[src/rtl/fb_access_arbiter_if.sv]
// Port bundle between the frame-buffer arbiter, its three users and the single-port RAM.
// The slave modport is the arbiter's view; master is the surrounding logic.
interface fb_access_arbiter_if #(
    parameter int ADDR_W = 15,
    parameter int DATA_W = 3
);
    logic              disp_req;
    logic [ADDR_W-1:0] disp_addr;
    logic [DATA_W-1:0] disp_data;
    logic              disp_valid;
    logic              vblank;
    logic              w0_req;
    logic [ADDR_W-1:0] w0_addr;
    logic [DATA_W-1:0] w0_data;
    logic              w0_ack;
    logic              w1_req;
    logic [ADDR_W-1:0] w1_addr;
    logic [DATA_W-1:0] w1_data;
    logic              w1_ack;
    logic              clr_start;
    logic [DATA_W-1:0] clr_color;
    logic              clr_busy;
    logic              clr_done;
    logic [ADDR_W-1:0] mem_addr;
    logic [DATA_W-1:0] mem_wdata;
    logic              mem_we;
    logic [DATA_W-1:0] mem_rdata;

    modport slave (
        input  disp_req, disp_addr, vblank,
        input  w0_req, w0_addr, w0_data, w1_req, w1_addr, w1_data,
        input  clr_start, clr_color, mem_rdata,
        output disp_data, disp_valid, w0_ack, w1_ack,
        output clr_busy, clr_done, mem_addr, mem_wdata, mem_we
    );

    modport master (
        output disp_req, disp_addr, vblank,
        output w0_req, w0_addr, w0_data, w1_req, w1_addr, w1_data,
        output clr_start, clr_color, mem_rdata,
        input  disp_data, disp_valid, w0_ack, w1_ack,
        input  clr_busy, clr_done, mem_addr, mem_wdata, mem_we
    );
endinterface

[src/rtl/fb_access_arbiter.sv]
// Frame-buffer port arbiter: display read > clear engine > round-robin writers; writes issue 1 cycle
// after request, display data returns 3 cycles after disp_req; writers just wait (no ack) while stalled.
module fb_access_arbiter #(
    parameter int ADDR_W     = 15,
    parameter int DATA_W     = 3,
    parameter int NUM_WORDS  = 19200,
    parameter int BLANK_ONLY = 0
) (
    input  logic               vga_clock,
    input  logic               reset,
    fb_access_arbiter_if.slave bus
);
    typedef enum logic {ST_IDLE, ST_CLEAR} state_t;

    localparam logic [ADDR_W-1:0] LAST_ADDR = ADDR_W'(NUM_WORDS - 1);

    state_t            state_q, state_d;
    logic [ADDR_W-1:0] cnt_q, cnt_d;
    logic [DATA_W-1:0] color_q, color_d;
    logic [ADDR_W-1:0] mem_addr_q, mem_addr_d;
    logic [DATA_W-1:0] mem_wdata_q, mem_wdata_d;
    logic              mem_we_q, mem_we_d;
    logic              w0_ack_q, w0_ack_d;
    logic              w1_ack_q, w1_ack_d;
    logic              done_q, done_d;
    logic              last_q, last_d;
    logic              rd1_q, rd1_d;
    logic              rd2_q;
    logic              disp_valid_q;
    logic [DATA_W-1:0] disp_data_q;

    logic wr_en;
    logic elig0;
    logic elig1;
    logic grant1;

    always_comb begin
        wr_en  = (BLANK_ONLY == 0) || bus.vblank;
        // A writer that is seeing its ack this cycle is still presenting the old request.
        elig0  = bus.w0_req && !w0_ack_q;
        elig1  = bus.w1_req && !w1_ack_q;
        grant1 = elig1 && (!elig0 || !last_q);
    end

    always_comb begin
        state_d     = state_q;
        cnt_d       = cnt_q;
        color_d     = color_q;
        mem_addr_d  = mem_addr_q;
        mem_wdata_d = mem_wdata_q;
        mem_we_d    = 1'b0;
        w0_ack_d    = 1'b0;
        w1_ack_d    = 1'b0;
        done_d      = 1'b0;
        last_d      = last_q;
        rd1_d       = 1'b0;

        if (state_q == ST_IDLE && bus.clr_start) begin
            state_d = ST_CLEAR;
            cnt_d   = '0;
            color_d = bus.clr_color;
        end
        // The done cycle still counts as busy; the engine only lets go on the next edge.
        if (state_q == ST_CLEAR && done_q) begin
            state_d = ST_IDLE;
        end

        if (bus.disp_req) begin
            rd1_d      = 1'b1;
            mem_addr_d = bus.disp_addr;
        end else if (wr_en) begin
            if (state_q == ST_CLEAR) begin
                if (!done_q) begin
                    mem_we_d    = 1'b1;
                    mem_addr_d  = cnt_q;
                    mem_wdata_d = color_q;
                    cnt_d       = cnt_q + ADDR_W'(1);
                    done_d      = (cnt_q == LAST_ADDR);
                end
            end else if (!bus.clr_start && (elig0 || elig1)) begin
                mem_we_d = 1'b1;
                last_d   = grant1;
                if (grant1) begin
                    mem_addr_d  = bus.w1_addr;
                    mem_wdata_d = bus.w1_data;
                    w1_ack_d    = 1'b1;
                end else begin
                    mem_addr_d  = bus.w0_addr;
                    mem_wdata_d = bus.w0_data;
                    w0_ack_d    = 1'b1;
                end
            end
        end
    end

    always_ff @(posedge vga_clock) begin
        if (reset) begin
            state_q      <= ST_IDLE;
            cnt_q        <= '0;
            color_q      <= '0;
            mem_addr_q   <= '0;
            mem_wdata_q  <= '0;
            mem_we_q     <= 1'b0;
            w0_ack_q     <= 1'b0;
            w1_ack_q     <= 1'b0;
            done_q       <= 1'b0;
            last_q       <= 1'b1;
            rd1_q        <= 1'b0;
            rd2_q        <= 1'b0;
            disp_valid_q <= 1'b0;
            disp_data_q  <= '0;
        end else begin
            state_q      <= state_d;
            cnt_q        <= cnt_d;
            color_q      <= color_d;
            mem_addr_q   <= mem_addr_d;
            mem_wdata_q  <= mem_wdata_d;
            mem_we_q     <= mem_we_d;
            w0_ack_q     <= w0_ack_d;
            w1_ack_q     <= w1_ack_d;
            done_q       <= done_d;
            last_q       <= last_d;
            rd1_q        <= rd1_d;
            rd2_q        <= rd1_q;
            disp_valid_q <= rd2_q;
            if (rd2_q) begin
                disp_data_q <= bus.mem_rdata;
            end
        end
    end

    assign bus.disp_data  = disp_data_q;
    assign bus.disp_valid = disp_valid_q;
    assign bus.w0_ack     = w0_ack_q;
    assign bus.w1_ack     = w1_ack_q;
    assign bus.clr_busy   = (state_q == ST_CLEAR);
    assign bus.clr_done   = done_q;
    assign bus.mem_addr   = mem_addr_q;
    assign bus.mem_wdata  = mem_wdata_q;
    assign bus.mem_we     = mem_we_q;
endmodule

[src/flat_wrapper.sv]
// flat-port wrapper written by rule: the top's interface ports become plain ports
module fb_access_arbiter_flat 
#(
    parameter int ADDR_W     = 15,
    parameter int DATA_W     = 3,
    parameter int NUM_WORDS  = 19200,
    parameter int BLANK_ONLY = 0
)
  (vga_clock, reset, bus_disp_req, bus_disp_addr, bus_vblank, bus_w0_req, bus_w0_addr, bus_w0_data, bus_w1_req, bus_w1_addr, bus_w1_data, bus_clr_start, bus_clr_color, bus_mem_rdata, bus_disp_data, bus_disp_valid, bus_w0_ack, bus_w1_ack, bus_clr_busy, bus_clr_done, bus_mem_addr, bus_mem_wdata, bus_mem_we);
  fb_access_arbiter_if #(.ADDR_W(ADDR_W), .DATA_W(DATA_W)) bus_i ();
  input  logic vga_clock;
  input  logic reset;
  input wire logic [$bits(bus_i.disp_req)-1:0] bus_disp_req;
  input wire logic [$bits(bus_i.disp_addr)-1:0] bus_disp_addr;
  input wire logic [$bits(bus_i.vblank)-1:0] bus_vblank;
  input wire logic [$bits(bus_i.w0_req)-1:0] bus_w0_req;
  input wire logic [$bits(bus_i.w0_addr)-1:0] bus_w0_addr;
  input wire logic [$bits(bus_i.w0_data)-1:0] bus_w0_data;
  input wire logic [$bits(bus_i.w1_req)-1:0] bus_w1_req;
  input wire logic [$bits(bus_i.w1_addr)-1:0] bus_w1_addr;
  input wire logic [$bits(bus_i.w1_data)-1:0] bus_w1_data;
  input wire logic [$bits(bus_i.clr_start)-1:0] bus_clr_start;
  input wire logic [$bits(bus_i.clr_color)-1:0] bus_clr_color;
  input wire logic [$bits(bus_i.mem_rdata)-1:0] bus_mem_rdata;
  output wire logic [$bits(bus_i.disp_data)-1:0] bus_disp_data;
  output wire logic [$bits(bus_i.disp_valid)-1:0] bus_disp_valid;
  output wire logic [$bits(bus_i.w0_ack)-1:0] bus_w0_ack;
  output wire logic [$bits(bus_i.w1_ack)-1:0] bus_w1_ack;
  output wire logic [$bits(bus_i.clr_busy)-1:0] bus_clr_busy;
  output wire logic [$bits(bus_i.clr_done)-1:0] bus_clr_done;
  output wire logic [$bits(bus_i.mem_addr)-1:0] bus_mem_addr;
  output wire logic [$bits(bus_i.mem_wdata)-1:0] bus_mem_wdata;
  output wire logic [$bits(bus_i.mem_we)-1:0] bus_mem_we;
  assign bus_i.disp_req = bus_disp_req;
  assign bus_i.disp_addr = bus_disp_addr;
  assign bus_i.vblank = bus_vblank;
  assign bus_i.w0_req = bus_w0_req;
  assign bus_i.w0_addr = bus_w0_addr;
  assign bus_i.w0_data = bus_w0_data;
  assign bus_i.w1_req = bus_w1_req;
  assign bus_i.w1_addr = bus_w1_addr;
  assign bus_i.w1_data = bus_w1_data;
  assign bus_i.clr_start = bus_clr_start;
  assign bus_i.clr_color = bus_clr_color;
  assign bus_i.mem_rdata = bus_mem_rdata;
  assign bus_disp_data = bus_i.disp_data;
  assign bus_disp_valid = bus_i.disp_valid;
  assign bus_w0_ack = bus_i.w0_ack;
  assign bus_w1_ack = bus_i.w1_ack;
  assign bus_clr_busy = bus_i.clr_busy;
  assign bus_clr_done = bus_i.clr_done;
  assign bus_mem_addr = bus_i.mem_addr;
  assign bus_mem_wdata = bus_i.mem_wdata;
  assign bus_mem_we = bus_i.mem_we;
  fb_access_arbiter #(.ADDR_W(ADDR_W), .DATA_W(DATA_W), .NUM_WORDS(NUM_WORDS), .BLANK_ONLY(BLANK_ONLY)) u_core (.vga_clock(vga_clock), .reset(reset), .bus(bus_i));
endmodule
[config.mk]
export PLATFORM = sky130hd
export DESIGN_NAME = fb_access_arbiter_flat
export DESIGN_NICKNAME = d
export VERILOG_FILES = /design/src/rtl/fb_access_arbiter_if.sv /design/src/rtl/fb_access_arbiter.sv /design/src/flat_wrapper.sv
export SDC_FILE = /design/constraint.sdc
export NUM_CORES = 1
export LEC_CHECK = 0
export CELL_PAD_IN_SITES_DETAIL_PLACEMENT = 1
export CELL_PAD_IN_SITES_GLOBAL_PLACEMENT = 2
export CORE_ASPECT_RATIO = 1.75
export CORE_MARGIN = 2
export CORE_UTILIZATION = 27
export CTS_CLUSTER_SIZE = 30
export DETAILED_ROUTE_END_ITERATION = 10
export PLACE_DENSITY = 0.9
export SYNTH_ARGS = -nofsm -noshare
export SYNTH_HDL_FRONTEND = slang
export SYNTH_SLANG_ARGS = --single-unit
export TNS_END_PERCENT = 50
[constraint.sdc]
create_clock -name vga_clock -period 2.43 [get_ports vga_clock]
set_input_delay 0.243 -clock vga_clock [delete_from_list [all_inputs] [get_ports vga_clock]]
set_output_delay 0.243 -clock vga_clock [all_outputs]
set_load 0.01 [all_outputs]
Word-level counts from Yosys, hierarchy flattened:

Cells that the tools add are included.

* add/subtract/negate cells: 1
* equal/unequal tests: 3
* multiplexer cells: 19
* bitwise logic cells: 3
* reduce and logical (&&, ||, !) cells: 22

Operators by type and width (number)
* $mux W15: 9
* $add A15 B1 Y15 const B: 1
* $eq A15 B15 Y1 const B: 1
* $mux W3: 4
* $reduce_or A4 Y1: 2
* $logic_and A1 B1 Y1: 6
* $mux W1: 6
* $reduce_and A3 Y1: 2
* $logic_not A1 Y1: 5
* $reduce_or A2 Y1: 2
* $ne A3 B3 Y1 const B: 1
* $not A1 Y1: 3
* $reduce_bool A3 Y1: 1
* $logic_or A1 B1 Y1: 2
* $ne A2 B2 Y1 const B: 1
* $reduce_and A2 Y1: 1
* $reduce_bool A2 Y1: 1

* bits in registers: 48

Logic depth before layout (Yosys ltp):

* word-level depth: 9
* gate-level depth with buffers: 7
* depth with buffers taken out: 5

Worst setup path before layout:

OpenSTA, ideal clock, no wires.

* kind: reg2reg
* start point: reg u_core.cnt_q[3]
* end point: reg u_core.cnt_q[13]
* data arrival time: 1489 ps
* required time: 2299 ps
* setup slack: 810 ps
* cell stages (with the launch flop): 5
* buffers on the path: 0
* clock period less this slack: 1620 ps
* path through: dfxtp_1 nand4_4 or4_4 o311ai_1 o41ai_1

* cells in the longest elaborated chain, start to end: 4

Ends and longest elaborated chain
* start: declaration: RTL line fb_access_arbiter.sv:18 `logic [ADDR_W-1:0] cnt_q, cnt_d;`
* start signal: assignment: RTL line fb_access_arbiter.sv:114 `cnt_q <= cnt_d;`
* $add A15 B1 Y15: RTL line fb_access_arbiter.sv:77 `cnt_d = cnt_q + ADDR_W'(1);`
* $mux W15: RTL line fb_access_arbiter.sv:73 `if (!done_q) begin`
* $mux W15: RTL line fb_access_arbiter.sv:72 `if (state_q == ST_CLEAR) begin`
* $mux W15: RTL line fb_access_arbiter.sv:68 `if (bus.disp_req) begin`

Every way passes these cells.
A chain may end at the register's enable or synchronous reset.

Final worst setup path:

* start point: reg u_core.cnt_q[0]
* end point: reg u_core.cnt_q[12]

Same word-level chain as after synthesis.

==> results list <==
* Clk Latency, worst-skew pair: 0.30 ns
- H-tree depth reported by CTS: 2
- After clock tree synthesis, the clock-pin slew on the worst setup and hold paths is approximately 0.06 ns.
* Clock tree sinks: 48
- At the worst endpoint, the required time is roughly 2.6 ns.
- For this run, design rule violations remaining after detail routing come to 0.
* Post-synthesis average cell area: 8.13 sq um
- Post-synth top area cell: sky130_fd_sc_hd__dfxtp_1
- Placed Cells: 517
* Wire length per cell: approximately 19 um
- Cell area after synthesis: around 2600 sq um
- Clock tree from TritonCTS: done
* DP Worst Slack: 0.376 ns
- Boundary pin count: a little over 90
- Most used DFF post-synth: sky130_fd_sc_hd__dfxtp_1
- The area growth from synthesis to layout is 48.5%.
* Critical Path Start Type: flop
- Core Rows: 47
* Path type of the worst min-delay path: flop to flop
- The final hold violation count came to 0.
- Summing the sequential cell areas from Yosys gives between 30% and 40% of the chip area.
* GR Util All Layers: a little under a fifth
- Once the floorplan was initialized, standard cells occupied ~27% of the core.
- The final max-slew violation count was 0.
- Mean number of vias per cell: around 5.5
* Share of post-route cells with drive strength above 1: roughly 9.0%
- Outcome: finished clean
- Worst hold path endpoint: u_core.rd2_q$_SDFF_PP0_
* Start of the worst register-to-register path: u_core.cnt_q[0]$_SDFF_PP0_
* Number of buffers on the longest clock path: 2
- Flip-flop and latch count after synthesis: 48
- Counting the buffers created by CTS gives 5.
- Min-delay src: u_core.rd1_q$_SDFF_PP0_
* Shortest period the worst path allows: a little under 2 ns
- The die is 77.6 um wide.
- Final setup viols: 0
- Cell depth of the worst flop-to-flop path: 5
* Number of setup buffers added after CTS: 0
* Routed wire length: a little under 10000 um
- After synthesis, the share of flip-flops with an asynchronous set or reset is 0%.
- The synthesized design contains 0 enable-type register cells.
* Overall via count from detail_route: between 2000 and 3000
- The critical path is of the flop to flop type.
- By count the netlist is led by sky130_fd_sc_hd__dfxtp_1 (48), sky130_fd_sc_hd__nand2_1 (34), sky130_fd_sc_hd__a21oi_1 (25), sky130_fd_sc_hd__a31oi_1 (22).
- Static timing analysis puts the maximum clock frequency at a little over 500 MHz.
* Power density normalized to cell area: roughly 530 nW/um^2
- The total overflow left after global routing is 0.
- Count of nets left with antenna violations after detail routing: 0
* Worst hold margin: about 0.44 ns
* Max IR drop VDD: 0.000275 V
* Max Clock Skew: roughly 0.0025 ns
- Final net count: 467
- After clock tree synthesis, the flow added hold-fix buffers numbering 0.
- Max-cap viol count: 0
- The count of buffers added on input and output ports is 89.
- YS warnings: 0
- Critical Path AT: between 2 and 2.5 ns
* Final instance count without filler cells: about 520
- Of the available clock period, the critical path in the final layout requires a little over 80%.
* Wire length of the first global-routing pass: about 16000 um
- In this run the worst path has a maximum fanout of 6.
- Area enclosed by the die boundary: approximately 10000 sq um
- Router iterations before antenna repair: 4
- The initial antenna violation count came to 0.
- Fin worst setup slack: roughly 0.47 ns
* Setup TNS: 0 ns
- At the pin with the least slew margin, the transition time is approximately 0.74 ns.
* Net count after synthesis: 380
* Number of global-route vias before repair: between 3000 and 4000
* Critical path capture point type: flop
- Cell chosen for the clock root: sky130_fd_sc_hd__clkbuf_16
- The worst register-to-register path ends at u_core.cnt_q[12]$_SDFF_PP0_.
- Across all register-to-register paths, the minimum setup slack is 0.47 ns.
- Unrepaired setup endpoints after global routing: no
- Counting instances, the worst hold path has a depth of 1.
* Gate count after technology mapping: about 320
* Post-DP HPWL: about 7300 um
- The floorplan step set the die height to about 130 um.
- Worst rel slew slack: between 50% and 60%
- Summed over all cells, the static leakage comes to approximately 1.4 nW.
- After synthesis, the netlist uses 51 different library cells.
* Violation count after the first detailed-route iteration: 142
- Final Wtd Congestion: between 0.8 and 0.9
- Most repeated cell in the gate-level netlist after synthesis: sky130_fd_sc_hd__dfxtp_1
* Critical path origin: u_core.cnt_q[0]$_SDFF_PP0_
* Pin count of the biggest net entering global routing: 31
* Post-CTS Resized: 0
- Portion of synthesized cell area occupied by the leading cell type: between 30% and 40%
- The core region is 9350 sq um.
* Dominant cells by area after synthesis: sky130_fd_sc_hd__dfxtp_1 (38%), sky130_fd_sc_hd__a31oi_1 (5.4%), sky130_fd_sc_hd__a221oi_1 (5.1%), sky130_fd_sc_hd__and4_1 (5.1%), sky130_fd_sc_hd__nand2_1 (5.0%)
- Number of antenna repair diodes: 0
-- how the worst max path moves through the flow --
stage / slack, ns / to
after floorplan: 0.81 / u_core.cnt_q[13]$_SDFF_PP0_
after global placement: 0.43 / u_core.bus.mem_wdata[2]$_SDFFE_PP0P_
after detailed placement: 0.38 / u_core.bus.mem_wdata[1]$_SDFFE_PP0P_
after CTS: 0.48 / u_core.cnt_q[12]$_SDFF_PP0_
after global routing: 0.37 / u_core.cnt_q[12]$_SDFF_PP0_
final: 0.47 / u_core.cnt_q[12]$_SDFF_PP0_
-- layer usage --
metal | part of all wire, % | track usage, %
met5 | 0 | 0
met2 | 56 | 36.7
met1 | 37 | 19.8
met4 | 2.9 | 9.13
met3 | 4.1 | 2.25
-- metrics by stage --
step / total power, mW / utilization (%) / area [sq um]
floorplan: 1.06 / - / 2560
global placement: 1.31 / 39.0 / 3650
detailed placement: 1.32 / 39.0 / 3650
CTS: 2.06 / 40.7 / 3800
global route: 2.13 / 40.7 / 3800
finish: 2.03 / 40.7 / 3800
-- cell families (layout without fill, tap and decap cells) --
kind of cell / after synthesis / count (layout) / synth area share [%]
AOI/OAI and AO/OA: 104 / 104 / 27.1
xor gates and xnor gates: 1 / 1 / 0.342
adders and majority gates: 1 / 1 / 0.488
buffers and inverters: 46 / 133 / 7.08
DFF: 48 / 48 / 37.5
muxes: 4 / 4 / 1.56
and+or+nand+nor: 111 / 111 / 25.9
-- final cells by class --
cell class	instances	area, sq um
Sequential cell	48	961
Tap cell	122	153
Timing Repair Buffer	106	1040
Multi-Input combinational cell	221	1420
Clock buffer	7	153
Fill cell	1073	5550
Inverter	20	75.1
-- sequential cells by signal (all words and copies together) (netlist names), 3 cells and up --
signal and flops:
u_core.color_q 3, u_core.bus.mem_addr 15, u_core.bus.disp_data 3, u_core.cnt_q 15, u_core.bus.mem_wdata 3
-- placed cells by master, fill, tap and decap left out, types with 6 or more instances in the layout --
master and instances:
sky130_fd_sc_hd__nor2_1 13, sky130_fd_sc_hd__a31oi_1 22, sky130_fd_sc_hd__o21ai_0 6, sky130_fd_sc_hd__and4_1 15
sky130_fd_sc_hd__a221oi_1 15, sky130_fd_sc_hd__a21oi_1 25, sky130_fd_sc_hd__nand2_1 34, sky130_fd_sc_hd__clkdlybuf4s50_1 89
sky130_fd_sc_hd__inv_1 19, sky130_fd_sc_hd__o22ai_1 15, sky130_fd_sc_hd__nor2b_1 9, sky130_fd_sc_hd__dfxtp_1 48
sky130_fd_sc_hd__buf_4 15
-- report_power, final --
group / switching (mW) / internal, mW / total (mW)
Clock: 0.303 / 0.432 / 0.735
Sequential: 0.0265 / 0.827 / 0.854
Combinational: 0.205 / 0.239 / 0.444
-- critical path: stages, from the launching register on --
cell,delay (ns)
sky130_fd_sc_hd__dfxtp_1,0.43
sky130_fd_sc_hd__ha_1,0.26
sky130_fd_sc_hd__inv_1,0.06
sky130_fd_sc_hd__nor4_1,0.66
sky130_fd_sc_hd__nand3b_1,0.16
sky130_fd_sc_hd__a32o_1,0.29
Power figures use the tool's default switching activity.
